## src/rtl/mul_pkg.sv

```systemverilog
// rtl/mul_pkg.sv - shared constants, FSM state type and index-width helper for the multiplier arbiter
package mul_pkg;

    localparam int MUL_W  = 32;
    localparam int PROD_W = 64;

    typedef enum logic {
        IDLE = 1'b0,
        BUSY = 1'b1
    } state_t;

    // Bits needed to index n items; never less than 1 so a 1-bit index still exists.
    function automatic int clog2(input int n);
        int w;
        w = 1;
        while ((1 << w) < n) begin
            w = w + 1;
        end
        return w;
    endfunction

endpackage

```

## src/rtl/rr_arbiter.sv

```systemverilog
// rtl/rr_arbiter.sv - round-robin priority picker with pointer input and one-hot/index grant
//
// Ports:
//   req_i        N-bit request mask
//   ptr_i        index with highest priority this cycle
//   gnt_valid_o  at least one request present
//   gnt_idx_o    granted index (equals ptr_i when nothing is granted)
//   gnt_onehot_o one-hot grant, all zero when nothing is granted
module rr_arbiter #(
    parameter int N  = 2,
    parameter int IW = 1
) (
    input  logic [N-1:0]  req_i,
    input  logic [IW-1:0] ptr_i,
    output logic          gnt_valid_o,
    output logic [IW-1:0] gnt_idx_o,
    output logic [N-1:0]  gnt_onehot_o
);

    function automatic int wrap_idx(input int p, input int k);
        return (p + k) % N;
    endfunction

    // Scan from the farthest offset down to the pointer itself; the last hit
    // written is the nearest one at or after the pointer.
    always_comb begin
        gnt_valid_o  = 1'b0;
        gnt_idx_o    = ptr_i;
        gnt_onehot_o = '0;
        for (int k = N - 1; k >= 0; k--) begin
            if (req_i[wrap_idx(int'(ptr_i), k)]) begin
                gnt_valid_o  = 1'b1;
                gnt_idx_o    = IW'(wrap_idx(int'(ptr_i), k));
                gnt_onehot_o = N'(1) << wrap_idx(int'(ptr_i), k);
            end
        end
    end

endmodule

```

## src/rtl/mul_arbiter.sv

```systemverilog
// rtl/mul_arbiter.sv - shares one iterative multiplier between NREQ requesters with per-requester result buffers
//
// Ports:
//   clk, resetn                    clock, asynchronous active-low reset
//   req_valid/req_ready            per-requester issue handshake
//   req_src1/req_src2              packed operands, requester i at [32i+:32]
//   rsp_valid/rsp_ready/rsp_result per-requester result buffer drain, result packed at [64i+:64]
//   mul_in_valid/mul_in_ready      operand handshake to the multiplier
//   mul_src1/mul_src2              operands to the multiplier
//   mul_out_valid/mul_result       one-cycle done pulse and product from the multiplier
//   busy                           an operation is in flight
//   err                            sticky watchdog timeout
module mul_arbiter
    import mul_pkg::*;
#(
    parameter int NREQ       = 2,
    parameter int TMO_CYCLES = 40
) (
    input  logic                    clk,
    input  logic                    resetn,
    input  logic [NREQ-1:0]         req_valid,
    output logic [NREQ-1:0]         req_ready,
    input  logic [NREQ*MUL_W-1:0]   req_src1,
    input  logic [NREQ*MUL_W-1:0]   req_src2,
    output logic [NREQ-1:0]         rsp_valid,
    input  logic [NREQ-1:0]         rsp_ready,
    output logic [NREQ*PROD_W-1:0]  rsp_result,
    output logic                    mul_in_valid,
    input  logic                    mul_in_ready,
    output logic [MUL_W-1:0]        mul_src1,
    output logic [MUL_W-1:0]        mul_src2,
    input  logic                    mul_out_valid,
    input  logic [PROD_W-1:0]       mul_result,
    output logic                    busy,
    output logic                    err
);

    localparam int IW = clog2(NREQ);
    localparam int WW = clog2(TMO_CYCLES + 1);

    state_t            state_q, state_d;
    logic [IW-1:0]     owner_q, owner_d;
    logic [IW-1:0]     rr_ptr_q, rr_ptr_d;
    logic [NREQ-1:0]   slot_valid_q, slot_valid_d;
    logic [PROD_W-1:0] slot_q [NREQ];
    logic              err_q, err_d;
    logic [WW-1:0]     wdog_q, wdog_d;

    logic [NREQ-1:0]   eligible;
    logic              gnt_valid;
    logic [IW-1:0]     gnt_idx;
    logic [NREQ-1:0]   gnt_onehot;
    logic              issue;

    // A full slot blocks its owner: the multiplier's done pulse cannot be stalled.
    assign eligible = req_valid & ~slot_valid_q;

    rr_arbiter #(
        .N  (NREQ),
        .IW (IW)
    ) u_rr (
        .req_i        (eligible),
        .ptr_i        (rr_ptr_q),
        .gnt_valid_o  (gnt_valid),
        .gnt_idx_o    (gnt_idx),
        .gnt_onehot_o (gnt_onehot)
    );

    // Issue is held off while reset is asserted so every handshake output is low.
    assign issue = resetn && (state_q == IDLE) && gnt_valid;

    // gnt_idx falls back to rr_ptr when nothing is granted, so the operand
    // outputs then carry that requester's (don't-care) operands.
    assign mul_src1 = req_src1[int'(gnt_idx)*MUL_W +: MUL_W];
    assign mul_src2 = req_src2[int'(gnt_idx)*MUL_W +: MUL_W];

    assign rsp_valid = slot_valid_q;
    assign err       = err_q;

    for (genvar i = 0; i < NREQ; i++) begin : g_rsp
        assign rsp_result[i*PROD_W +: PROD_W] = slot_q[i];
    end

    always_comb begin
        state_d      = state_q;
        owner_d      = owner_q;
        rr_ptr_d     = rr_ptr_q;
        wdog_d       = wdog_q;
        err_d        = err_q;
        slot_valid_d = slot_valid_q & ~(slot_valid_q & rsp_ready);
        mul_in_valid = 1'b0;
        req_ready    = '0;
        busy         = 1'b0;
        case (state_q)
            IDLE: begin
                if (issue) begin
                    mul_in_valid = 1'b1;
                    req_ready    = gnt_onehot & {NREQ{mul_in_ready}};
                    if (mul_in_ready) begin
                        state_d  = BUSY;
                        owner_d  = gnt_idx;
                        rr_ptr_d = (gnt_idx == IW'(NREQ - 1)) ? '0 : gnt_idx + IW'(1);
                        wdog_d   = '0;
                    end
                end
            end
            BUSY: begin
                busy   = 1'b1;
                wdog_d = wdog_q + WW'(1);
                if (mul_out_valid) begin
                    // Capture is applied after the drain clear, so it wins.
                    slot_valid_d[owner_q] = 1'b1;
                    state_d               = IDLE;
                end else if (wdog_q == WW'(TMO_CYCLES - 1)) begin
                    err_d   = 1'b1;
                    state_d = IDLE;
                end
            end
            default: state_d = IDLE;
        endcase
    end

    always_ff @(posedge clk or negedge resetn) begin
        if (!resetn) begin
            state_q      <= IDLE;
            owner_q      <= '0;
            rr_ptr_q     <= '0;
            slot_valid_q <= '0;
            err_q        <= 1'b0;
            wdog_q       <= '0;
        end else begin
            state_q      <= state_d;
            owner_q      <= owner_d;
            rr_ptr_q     <= rr_ptr_d;
            slot_valid_q <= slot_valid_d;
            err_q        <= err_d;
            wdog_q       <= wdog_d;
        end
    end

    // Result data is qualified by slot_valid, so it needs no reset.
    always_ff @(posedge clk) begin
        if (state_q == BUSY && mul_out_valid) begin
            slot_q[owner_q] <= mul_result;
        end
    end

endmodule

```

## config.mk

```make
export PLATFORM = sky130hd
export DESIGN_NAME = mul_arbiter
export DESIGN_NICKNAME = d
export VERILOG_FILES = /design/src/rtl/mul_pkg.sv /design/src/rtl/rr_arbiter.sv /design/src/rtl/mul_arbiter.sv
export SDC_FILE = /design/constraint.sdc
export NUM_CORES = 1
export LEC_CHECK = 0
export ABC_AREA = 1
export BUFFER_PORTS_ARGS = -buffer_cell sky130_fd_sc_hd__buf_4
export CAP_MARGIN = 20
export CORE_AREA = 2 2 157 159
export DETAILED_ROUTE_END_ITERATION = 8
export DIE_AREA = 0 0 159 161
export PLACE_DENSITY = 0.6
export SKIP_CTS_REPAIR_TIMING = 1
export SYNTH_ARGS = -nofsm -noshare
export SYNTH_HDL_FRONTEND = slang
export SYNTH_SLANG_ARGS = --single-unit
```

## constraint.sdc

```tcl
create_clock -name clk -period 3.32 [get_ports clk]
set_input_delay 0.664 -clock clk [delete_from_list [all_inputs] [get_ports clk]]
set_output_delay 0.664 -clock clk [all_outputs]
set_load 0.01 [all_outputs]
```

Word level (Yosys, flattened, before mapping)
Memory sizes are Yosys's and may differ from the RTL's.
Cells that the tools add are included.
{ "word_totals": {"register_bits": 12, "mem_bits_rw": 128, "in_bits": 200, "out_inout_bits": 199, "word_cells": 69, "memories": 1} }
{ "op_classes": {"n_addsub": 3, "order_cmp": 4, "eq_ne": 3, "shift": 4, "muxes": 31, "bitwise": 10, "reduce_logical": 7} }
{ "memory_table": {"columns": ["name", "depth", "width", "rd", "rd_clocked_by_memory_dff", "write_ports", "line_no", "text"], "rows": [
  ["slot_q", 2, 64, 2, 0, 1, "mul_arbiter.sv:45", "logic [PROD_W-1:0] slot_q [NREQ];"]
]} }
{ "op_table": {"columns": ["cell", "count"], "rows": [
  ["$shiftx 64x7->32", 2],
  ["$shl 1x32->2 const A", 1],
  ["$mux 1", 20],
  ["$mux 2", 6],
  ["$mux 6", 2],
  ["$pmux 6 s2", 1],
  ["$and 2x2->2", 4],
  ["$add 6x1->6 const B", 1],
  ["$eq 6x6->1 const B", 1],
  ["$reduce_and 3->1", 2],
  ["$logic_and 1x1->1", 4],
  ["$lt 1x2->1 const B", 2],
  ["$ne 2x2->1 const B", 2],
  ["$not 2->2", 2],
  ["$lt 2x3->1 const B", 1],
  ["$add 1x1->1 const B", 2],
  ["$not 1->1", 2],
  ["$or 2x2->2", 1],
  ["$pmux 1 s2", 1],
  ["$reduce_and 2->1", 1],
  ["$shl 1x1->2 const A", 1],
  ["$and 1x1->1 const A", 1],
  ["$demux 1 s1", 1],
  ["$ge 1x1->1 const B", 1]
]} }

Longest topological paths before layout
Gate-level depths: netlist (run 1).
{ "depth": {"ltp_word": 10, "ltp_mapped": 8, "mapped_depth_nobuf": 6} }

Modules after synthesis
Synthesis (run 1) repeated with hierarchy kept, for this count alone.
{ "hier_totals": {"cells_unflattened": 437, "hier_area_um2": 5377.7} }
{ "by_module_without_submodules": {"columns": ["mod", "n_inst", "cells_each", "area_each_um2", "seq_area_each_um2"], "rows": [
  ["mul_arbiter", 1, 418, 5282.6, 4144.0],
  ["rr_arbiter", 1, 19, 95.1, 0.0]
]} }

Worst setup path after synthesis (run 1)
OpenSTA, ideal clock, no wires.
{ "synth_path": {"path_kind": "input -> register", "from": "in mul_out_valid", "to": "mem slot_q[0][0] (enable)", "setup_time_ns": 0.486, "arrival_time_ns": 3.444, "t_required_ns": 2.834, "path_slack_ns": -0.611, "path_stages": 2, "path_buffers": 0, "path_cell_list": "nand2_1 -> nor2_1"} }
{ "synth_between": {"elab_chain_len": 3} }
{ "synth_lines": {"columns": ["item", "line_no", "text"], "rows": [
  ["from (decl)", "mul_arbiter.sv:32", "input logic mul_out_valid,"],
  ["$logic_and 1x1->1", "mul_arbiter.sv:143", "if (state_q == BUSY && mul_out_valid) begin"],
  ["$mux 1", "mul_arbiter.sv:143", null],
  ["$mux 1 (implied by the code)", "mul_arbiter.sv:144", "slot_q[owner_q] <= mul_result;"],
  ["to (decl)", "mul_arbiter.sv:45", null]
]} }
Every way passes these cells.

Final worst setup path (run 1)
{ "layout_path": {"from": "reg slot_valid_q[0] (netlist: rsp_valid[0])", "to": "out mul_src1[29]"} }
{ "layout_between": {"elab_chain_len": 8, "elab_cells_between_ends": 10, "classes_between": "shift: 1; mux: 7; bitwise: 2"} }
{ "layout_lines": {"columns": ["item", "line_no", "text"], "rows": [
  ["from (decl)", "mul_arbiter.sv:44", "logic [NREQ-1:0] slot_valid_q, slot_valid_d;"],
  ["from (signal assigned)", "mul_arbiter.sv:135", "slot_valid_q <= slot_valid_d;"],
  ["$not 2->2 *", "mul_arbiter.sv:56", "assign eligible = req_valid & ~slot_valid_q;"],
  ["$and 2x2->2 *", "mul_arbiter.sv:56", null],
  ["$mux 1 (implied by the code) (3 in series)", "rr_arbiter.sv:31", "if (req_i[wrap_idx(int'(ptr_i), k)]) begin"],
  ["$mux 1", "rr_arbiter.sv:31", null],
  ["$mux 1 *", "rr_arbiter.sv:31", null],
  ["$shiftx 64x7->32 *", "mul_arbiter.sv:74", "assign mul_src1 = req_src1[int'(gnt_idx)*MUL_W +: MUL_W];"],
  ["to (decl)", "mul_arbiter.sv:30", "output logic [MUL_W-1:0] mul_src1,"]
]} }
Mark *: on every way between the ends. The rest lies on a longest branch, timed or not. The select of a mux whose other input is x is not followed.

==> flow_summary.ini, run 1 <==
[worst_hold_path]
holdCritPathClass = input port to async pin

[worst_setup_path]
cp.required_ns = 2.66
criticalPathCategory = register to primary output
arrival_ns = 1.84
endpoint_kind = primary output
worstSetupStartpointType = register
critical_path.max_fanout = 66

[sta]
fin_tns_setup_ns = 0
rsz0062_at_grt = no
finalCritPeriodShare_pct = 75.49
max_freq_ghz = 0.3990
final_max_slew_viol_count = 0
slew_headroom_pct = 53.99
finalSetupViolations = 0
finalClockSkew_ns = 0.02729
worst_pin_slew_ns = 0.6885
hold_viol = 0
min_period_ns = 2.506

[routing]
antenna_left = 0
wl_per_cell_um = 15.14
vias_per_cell = 4.012
drt-pass1-iter-count = 4
vias = 4682
drt_iter0_markers = 287
wirelength_um = 17670
route.detailed.drc = 0

[logic_synthesis]
synth_area_leaders = edfxtp_1 (71%), nand2_1 (11%), nand3_1 (6.7%)
synth_common_cells = nand2_1 (152), edfxtp_1 (128), nand3_1 (73)
ys_async_sr_fraction_pct = 8.571
synth-seq-cells = 140
postSynthAreaPerCell_sq_um = 12.78
yosysWarnings = 0
synth_area_sq_um = 5431
synth_edf_count = 128
yosysTopAreaCell = edfxtp_1
synth_top_area_share_pct = 70.77
postSynthCellCount = 425
synth.most_common_cell = nand2_1
yosysSeqAreaShare_pct = 76.30
synth_ff_type = edfxtp_1
yosysUniqueCellTypes = 23
syn_nets = 626

[cells_and_area]
final_util_pct = 39.36
nets = 1031
antenna_cells = 0
seq_area_sq_um = 4144
layout-drive-gt1-share_pct = 53.50
area_growth_syn_to_layout_pct = 73.67
multi_input_comb_area_sq_um = 1117
fillers = 2327

[grt]
grt_usage_pct = 13.22
grt_max_degree = 67
overflow = 0
grt_pass1_wl_um = 26090
grt_pass1_vias = 4597
antenna_found_initial = 0

[cts]
max-clock-path-buffers = 2
htreeDepth = 4
root_buffer = clkbuf_16
cts_sinks = 140
cts_tree = done
insertion_delay_ns = 0.43
cts_buffers = 17
clk_pin_slew_ns = 0.06

[flow_run]
max-cap-violations = 0

[power_and_ir_drop]
p_leak_nw = 4.335
powerDensity_nw_per_um2 = 554.5
ir_drop_v = 0.0002238

[die]
initial_utilization_pct = 22.67
ioPinCount = 399
dieArea_sq_um = 25600
die_w_um = 159
die_h_um = 161
core_area_sq_um = 23960
std_cell_rows = 57

[outcome]
status = finished clean

[placement]
portBuffers = 398
gp_congestion = 0.7630
dp_hpwl_um = 13490
routing by layer:
metal  vias up  global-route usage [%]  share of wire [%]
met5         -                       0                  0
met1      2157                   15.63                 40
li1       2293                       -                  -
met4         0                   4.215                1.3
met3        13                   3.313                6.6
met2       219                   23.64                 52
state kept, by name, indices dropped and copies added (netlist names):
name       count
owner_q        1
state_q        1
err            1
rr_ptr_q       1
slot_q       128
rsp_valid      2
wdog_q         6
cells by family after synthesis:
family / Yosys count / share of synthesized area [%]
buffers and inverters: 33 / 3.594
AND/OR/NAND/NOR: 240 / 18.61
adder cells (fa/ha/maj): 1 / 0.2303
XOR/XNOR: 1 / 0.1613
AO/OA/AOI/OAI: 10 / 1.106
flip-flops: 140 / 76.30
critical path, cell delays in order (launching register included):
cell and delay (ns):
dfrtp_1 0.44, nor2_4 0.17, nand2_1 0.08, nand3_2 0.09
buf_12 0.26, nand2_1 0.13, nand2_1 0.08, buf_4 0.12
path summary, 6_finish.rpt:
| check | slack, ns | to | cells past startpoint | from |
|---|---|---|---|---|
| min in group clk | 0.42 | slot_q[1][3]$_DFFE_PP_ | 1 | mul_result[3] |
| min | 0.09 | wdog_q[2]$_DFFE_PN0P_ | 1 | resetn |
| max reg2reg | 1.43 | slot_q[0][9]$_DFFE_PP_ | 3 | state_q$_DFF_PN0_ |
| max | 0.81 | mul_src1[29] | 7 | rsp_valid[0]$_DFF_PN0_ |
| min reg2reg | 0.50 | err$_DFFE_PN0P_ | 1 | err$_DFFE_PN0P_ |
| max in group asynchronous | 3.07 | owner_q$_DFFE_PN0P_ | 1 | resetn |
area by class of cell:
cell class                      count  share of cell area [%]
Multi-Input combinational cell    252                   11.85
Timing Repair Buffer              408                   33.40
Tap cell                          324                   4.298
Clock inverter                     15                   1.578
Clock buffer                       17                   4.510
Sequential cell                   140                   43.93
Inverter                           11                  0.4377
metrics by stage:
stage	power, mW	hold WS [ns]	cells	setup slack, ns	area, sq um
after floorplan	2.749	0.3684	425	-0.6107	5431
after global placement	3.454	0.4733	1135	0.8424	8859
after detailed placement	3.463	0.4852	1135	0.8760	8859
after CTS	5.301	0.06134	1167	0.7972	9433
after global routing	5.482	0.07449	1167	0.6308	9433
final	5.231	0.08862	1167	0.8139	9433
placed cells by master, fill, tap and decap left out, types with 2 or more instances in the layout:
| master | n |
|---|---|
| a21oi_1 | 2 |
| buf_12 | 7 |
| buf_4 | 401 |
| clkbuf_16 | 17 |
| clkinv_4 | 3 |
| clkinv_8 | 2 |
| dfrtp_1 | 12 |
| edfxtp_1 | 128 |
| inv_1 | 8 |
| inv_2 | 2 |
| inv_6 | 5 |
| inv_8 | 3 |
| nand2_1 | 151 |
| nand2_2 | 2 |
| nand3_1 | 73 |
| nor2_1 | 9 |
| nor2_4 | 3 |
| o21ai_0 | 4 |
| o22ai_1 | 2 |
where the power goes:
part           internal [mW]  switching [mW]  total (mW)
Clock                  0.996           0.818        1.81
Combinational          0.627           0.678        1.31
Sequential              2.05          0.0610        2.11
No activity file was read; power rests on OpenSTA's default activity.
==> inputs of run 2 (changes only) <==
==> constraint.sdc (replaced) <==
create_clock -name clk -period 2.05 [get_ports clk]
set_input_delay 0.41 -clock clk [delete_from_list [all_inputs] [get_ports clk]]
set_output_delay 0.41 -clock clk [all_outputs]
set_load 0.01 [all_outputs]
==> run 2 against run 1 <==
  * The flow now finishes with violations (setup timing)
  * Routed wire length is 18% higher
  * Die area unchanged
  * Global-route usage is 0.18 points lower
  * Non-clock buffer count is 24 higher
  * Worst hold slack better by 0.089 ns
  * Sequential share of layout area decreased by 4.4 points
  * Via count rose by 8.1%
  * Power is 81% higher
  * Sequential cell count unchanged
  * Core utilization is 4.4 points higher
  * Worst setup slack worse by 0.98 ns
  * Sequential power up 62%
==> flow_summary.ini, run 2 (synthesis results as in run 1) <==
[grt]
grt_pass1_vias = 4611
grt_usage_pct = 13.03
grt_max_degree = 67
antenna_found_initial = 0
overflow = 0
grt_pass1_wl_um = 26130

[worst_setup_path]
criticalPathCategory = register to primary output
critical_path.max_fanout = 16
arrival_ns = 1.81
endpoint_kind = primary output
cp.required_ns = 1.64
worstSetupStartpointType = register

[sta]
max_freq_ghz = 0.4504
finalCritPeriodShare_pct = 108.3
whs_ns = 0.1778
fin_tns_setup_ns = -9.150
min_period_ns = 2.220
final_max_slew_viol_count = 0
rsz0062_at_grt = yes
worst_pin_slew_ns = 0.3994
hold_viol = 0
finalClockSkew_ns = 0.01592
setup_slack_ns = -0.1703
slew_headroom_pct = 73.37
finalSetupViolations = 66

[cells_and_area]
fillers = 2263
layout-drive-gt1-share_pct = 66.36
area_growth_syn_to_layout_pct = 93.09
antenna_cells = 0
final_common_cell = buf_4
layout.cells.non_filler = 1192
stdcell_area_sq_um = 10490
most-common-layout-cells = buf_4 (366), edfxtp_1 (128), nand2_1 (76)
top_register = slot_q
multi_input_comb_area_sq_um = 1612
final_util_pct = 43.77
largest_reg_flops = 128
nets = 1056
seq_area_sq_um = 4145

[power_and_ir_drop]
switching_power_mw = 2.883
combPwrFrac_pct = 32.9
powerDensity_nw_per_um2 = 903.0
power_frac_clock_pct = 31.0
p_int_mw = 6.587
netSwitchingFraction_pct = 30.44
p_leak_nw = 4.719
power_frac_seq_pct = 36.1
total_power_mw = 9.470
ir_drop_v = 0.0005141

[die]
core_area_sq_um = 23960
die_w_um = 159
dieArea_sq_um = 25600
die_h_um = 161
std_cell_rows = 57
ioPinCount = 399
initial_utilization_pct = 22.67

[outcome]
status = finished with violations
failed_checks = setup timing

[routing]
vias_per_cell = 4.245
drt_iter0_markers = 287
drt-pass1-iter-count = 5
wirelength_um = 20880
vias = 5060
route.detailed.drc = 0
antenna_left = 0
wl_per_cell_um = 17.52

[flow_run]
max-cap-violations = 0

[placement]
dp_hpwl_um = 13200
dp_slack_ns = 0.1259
gp_congestion = 0.7724
portBuffers = 398
placed_area_sq_um = 8826
place_inst = 1134

[cts]
max-clock-path-buffers = 2
cts_sinks = 140
insertion_delay_ns = 0.42
clk_pin_slew_ns = 0.07
htreeDepth = 4
root_buffer = clkbuf_16
cts_buffers = 17
cts_tree = done

[worst_hold_path]
holdCritPathClass = input port to register
## run 2: cell types whose count changed in the layout (fill, tap and decap cells not counted), moves of 7 or more
| cell | previous run | this run |
|---|---|---|
| nand2_1 | 151 | 76 |
| nand2_2 | 2 | 56 |
| buf_6 | 0 | 45 |
| buf_4 | 401 | 366 |
| nand3_1 | 73 | 47 |
| nand2_4 | 0 | 20 |
| nand3_2 | 1 | 21 |
| clkbuf_16 | 17 | 27 |
| nand3_4 | 0 | 7 |
## run 2: area by class of cell
cell class / instances / share of cell area, %
well taps: 324 / 3.865
clock buffers: 18 / 4.092
flip-flops and latches: 140 / 39.53
inverters: 11 / 0.3937
multi-input cells: 253 / 15.37
clock inverters: 14 / 1.288
repair buffers: 432 / 35.47
## run 2: final timing paths
| path | start | to | slack (ns) | cells after the start |
|---|---|---|---|---|
| max in group asynchronous | resetn | rsp_valid[0]$_DFF_PN0_ | 1.41 | 3 |
| max reg2reg | state_q$_DFF_PN0_ | slot_q[1][29]$_DFFE_PP_ | 0.45 | 3 |
| max | rsp_valid[1]$_DFF_PN0_ | mul_src2[24] | -0.17 | 8 |
| min | mul_result[23] | slot_q[0][23]$_DFFE_PP_ | 0.18 | 1 |
| min in group asynchronous | resetn | wdog_q[4]$_DFFE_PN0P_ | 0.46 | 3 |
| min reg2reg | err$_DFFE_PN0P_ | err$_DFFE_PN0P_ | 0.49 | 1 |
## run 2: metal layers
metal	routed length, um	global-route usage (%)
met5	0	0
met4	533	4.298
met3	1414	3.210
met2	10480	22.51
met1	8456	16.06
## run 2: critical path, cell delays in order (launching register included)
cell and delay [ns]:
dfrtp_1 0.40, inv_2 0.09, nand2_4 0.10, o21ai_4 0.18, buf_12 0.18, buf_12 0.17
nand3_1 0.11, nand2_2 0.09, buf_6 0.09
## run 2: power groups by stage
| stage | registers (mW) | logic (mW) | clock network (mW) |
|---|---|---|---|
| global route | 3.44 | 3.31 | 3.16 |
| global placement | 3.48 | 2.11 | 0 |
| detailed placement | 3.48 | 2.13 | 0 |
| CTS | 3.42 | 2.13 | 3.05 |
| finish | 3.42 | 3.12 | 2.94 |
| floorplan | 3.53 | 0.916 | 0 |
==> inputs of run 3 (changes only) <==
--- a/config.mk
+++ b/config.mk
@@ -8,11 +8,12 @@
 export ABC_AREA = 1
 export BUFFER_PORTS_ARGS = -buffer_cell sky130_fd_sc_hd__buf_4
 export CAP_MARGIN = 20
-export CORE_AREA = 2 2 157 159
+export CORE_AREA = 2 2 154 156
 export DETAILED_ROUTE_END_ITERATION = 8
-export DIE_AREA = 0 0 159 161
-export PLACE_DENSITY = 0.6
+export DIE_AREA = 0 0 156 158
+export PLACE_DENSITY = 0.61
 export SKIP_CTS_REPAIR_TIMING = 1
 export SYNTH_ARGS = -nofsm -noshare
 export SYNTH_HDL_FRONTEND = slang
+export SYNTH_HIERARCHICAL = 1
 export SYNTH_SLANG_ARGS = --single-unit
==> run 3 against run 2 <==
  * The run still ends with setup timing left
  * Global-route usage rose by 2.7 points
  * Via count fell by 0.95%
  * Clock skew fell by 0.0074 ns
  * Critical path type unchanged
  * Critical endpoint is now mul_src2[8]
==> flow_summary.ini, run 3 <==
[power_and_ir_drop]
powerDensity_nw_per_um2 = 1302
ir_drop_v = 0.001004
total_power_mw = 13.08
p_leak_nw = 4.668

[sta]
hold_viol = 0
min_period_ns = 2.534
final_max_slew_viol_count = 0
slew_headroom_pct = 62.17
worst_pin_slew_ns = 0.5656
finalSetupViolations = 66
finalClockSkew_ns = 0.008556
setup_slack_ns = -0.4836
max_freq_ghz = 0.3947
rsz0062_at_grt = yes
whs_ns = 0.1787
finalCritPeriodShare_pct = 123.6

[routing]
vias_per_cell = 4.255
vias = 5012
antenna_left = 0
drt-pass1-iter-count = 6
drt_iter0_markers = 190
wl_per_cell_um = 18.21
wirelength_um = 21450
route.detailed.drc = 0

[grt]
grt_max_degree = 41
grt_usage_pct = 15.71
grtUsageMet2_pct = 28.32
grt_use_met3_pct = 5.092
grt_pass1_vias = 4919
grt_pass1_wl_um = 28460
busiest_layer = met2
antenna_found_initial = 0
overflow = 0
use_met1_pct = 17.12

[worst_setup_path]
critical_path.max_fanout = 6
path_cells = inv_2 -> nand2_1 -> nand2_1 -> ha_1 -> nand2_2 -> nand2_2 -> clkinv_4 -> buf_6 -> clkbuf_16 -> nand2_2 -> nand2_1 -> buf_4
path_buf_inv = 5
arrival_ns = 2.12
cp_slowest_cell = dfrtp_1
cp.required_ns = 1.64
critical_path.max_stage_delay_ns = 0.40
endpoint_kind = primary output
worstSetupStartpointType = register
crit_family = buffers and inverters
criticalPathCategory = register to primary output

[die]
die_w_um = 156
core_area_sq_um = 23050
die_h_um = 158
std_cell_rows = 56
initial_utilization_pct = 23.33
ioPinCount = 399
dieArea_sq_um = 24650

[cells_and_area]
top_register = slot_q
area_growth_syn_to_layout_pct = 86.83
stdcell_area_sq_um = 10050
largest_reg_flops = 128
nets = 1078
layout.cells.non_filler = 1178
antenna_cells = 0
fillers = 2209
final_common_cell = buf_4
layout-drive-gt1-share_pct = 61.04
most-common-layout-cells = buf_4 (377), nand2_1 (167), edfxtp_1 (128)

[logic_synthesis]
synth_area_sq_um = 5378
syn_nets = 640
yosysSeqAreaShare_pct = 77.06
synth_top_area_share_pct = 71.48
synth-seq-cells = 140
ys_async_sr_fraction_pct = 8.571
yosysTopAreaCell = edfxtp_1
synth.most_common_cell = nand2_1
postSynthAreaPerCell_sq_um = 12.31
yosysWarnings = 6
postSynthCellCount = 437
synth_edf_count = 128
synth_area_leaders = edfxtp_1 (71%), nand2_1 (16%), dfrtp_1 (5.6%)
synth_common_cells = nand2_1 (228), edfxtp_1 (128), inv_1 (15)
yosysUniqueCellTypes = 22
synth_ff_type = edfxtp_1

[cts]
cts_tree = done
insertion_delay_ns = 0.41
cts_sinks = 140
htreeDepth = 4
root_buffer = clkbuf_16
clk_pin_slew_ns = 0.06
max-clock-path-buffers = 2
cts_buffers = 17

[placement]
dp_hpwl_um = 16310
place_inst = 1135
portBuffers = 398
placed_area_sq_um = 8902
dp_slack_ns = -0.3178
gp_congestion = 0.8101

[flow_run]
max-cap-violations = 0

[outcome]
failed_checks = setup timing
status = finished with violations

[worst_hold_path]
holdCritPathClass = input port to register
run 3: layout make-up:
type | count | area, sq um | share of cell area (%)
Multi-Input combinational cell | 264 | 1291 | 12.85
Sequential cell | 140 | 4145 | 41.26
Clock buffer | 17 | 425.4 | 4.234
Clock inverter | 15 | 148.9 | 1.482
Tap cell | 290 | 362.8 | 3.611
Inverter | 18 | 77.57 | 0.7721
Timing Repair Buffer | 434 | 3596 | 35.79
run 3: layer usage:
layer	vias up	wire length, um
li1	2334	-
met1	2361	7614
met2	285	11310
met3	32	1890
met4	0	629
met5	-	0
run 3: path summary, 6_finish.rpt:
kind | from | depth (start not counted) | endpoint | slack [ns]
min reg2reg | err$_DFFE_PN0P_ | 2 | err$_DFFE_PN0P_ | 0.48
min | mul_result[60] | 1 | slot_q[1][60]$_DFFE_PP_ | 0.18
min in group asynchronous | resetn | 2 | rsp_valid[0]$_DFF_PN0_ | 0.56
max | rr_ptr_q$_DFFE_PN0P_ | 12 | mul_src2[8] | -0.48
max reg2reg | rr_ptr_q$_DFFE_PN0P_ | 11 | rr_ptr_q$_DFFE_PN0P_ | 0.26
max in group asynchronous | resetn | 2 | state_q$_DFF_PN0_ | 1.09
run 3: logic make-up after synthesis:
logic type	Yosys count	share of synthesized area, %
AOI/OAI and AO/OA	8	0.8608
and+or+nand+nor	253	18.40
buffers and inverters	33	2.978
adders and majority gates	3	0.6981
DFF	140	77.06
run 3: worst register-to-register path: stages (launching register included):
cell      delay (ns)
dfrtp_1         0.40
inv_2           0.06
nand2_1         0.05
nand2_1         0.07
ha_1            0.30
nand2_2         0.05
nand2_2         0.09
clkinv_4        0.10
buf_12          0.16
buf_8           0.14
buf_4           0.13
o21ai_1         0.14
run 3: power breakdown:
| part | leakage (nW) | total (mW) | internal, mW | switching (mW) |
|---|---|---|---|---|
| sequential | 1.31 | 3.52 | 3.38 | 0.146 |
| clock | 0.273 | 2.96 | 1.71 | 1.26 |
| combinational | 3.08 | 6.59 | 3.28 | 3.31 |
run 3: stage by stage:
step / utilization (%) / setup TNS, ns
after floorplan: - / 0
after global placement: 38.62 / -10.97
after detailed placement: 38.62 / -12.02
after CTS: 41.11 / -34.93
after global routing: 43.58 / -37.09
final: 43.58 / -29.54
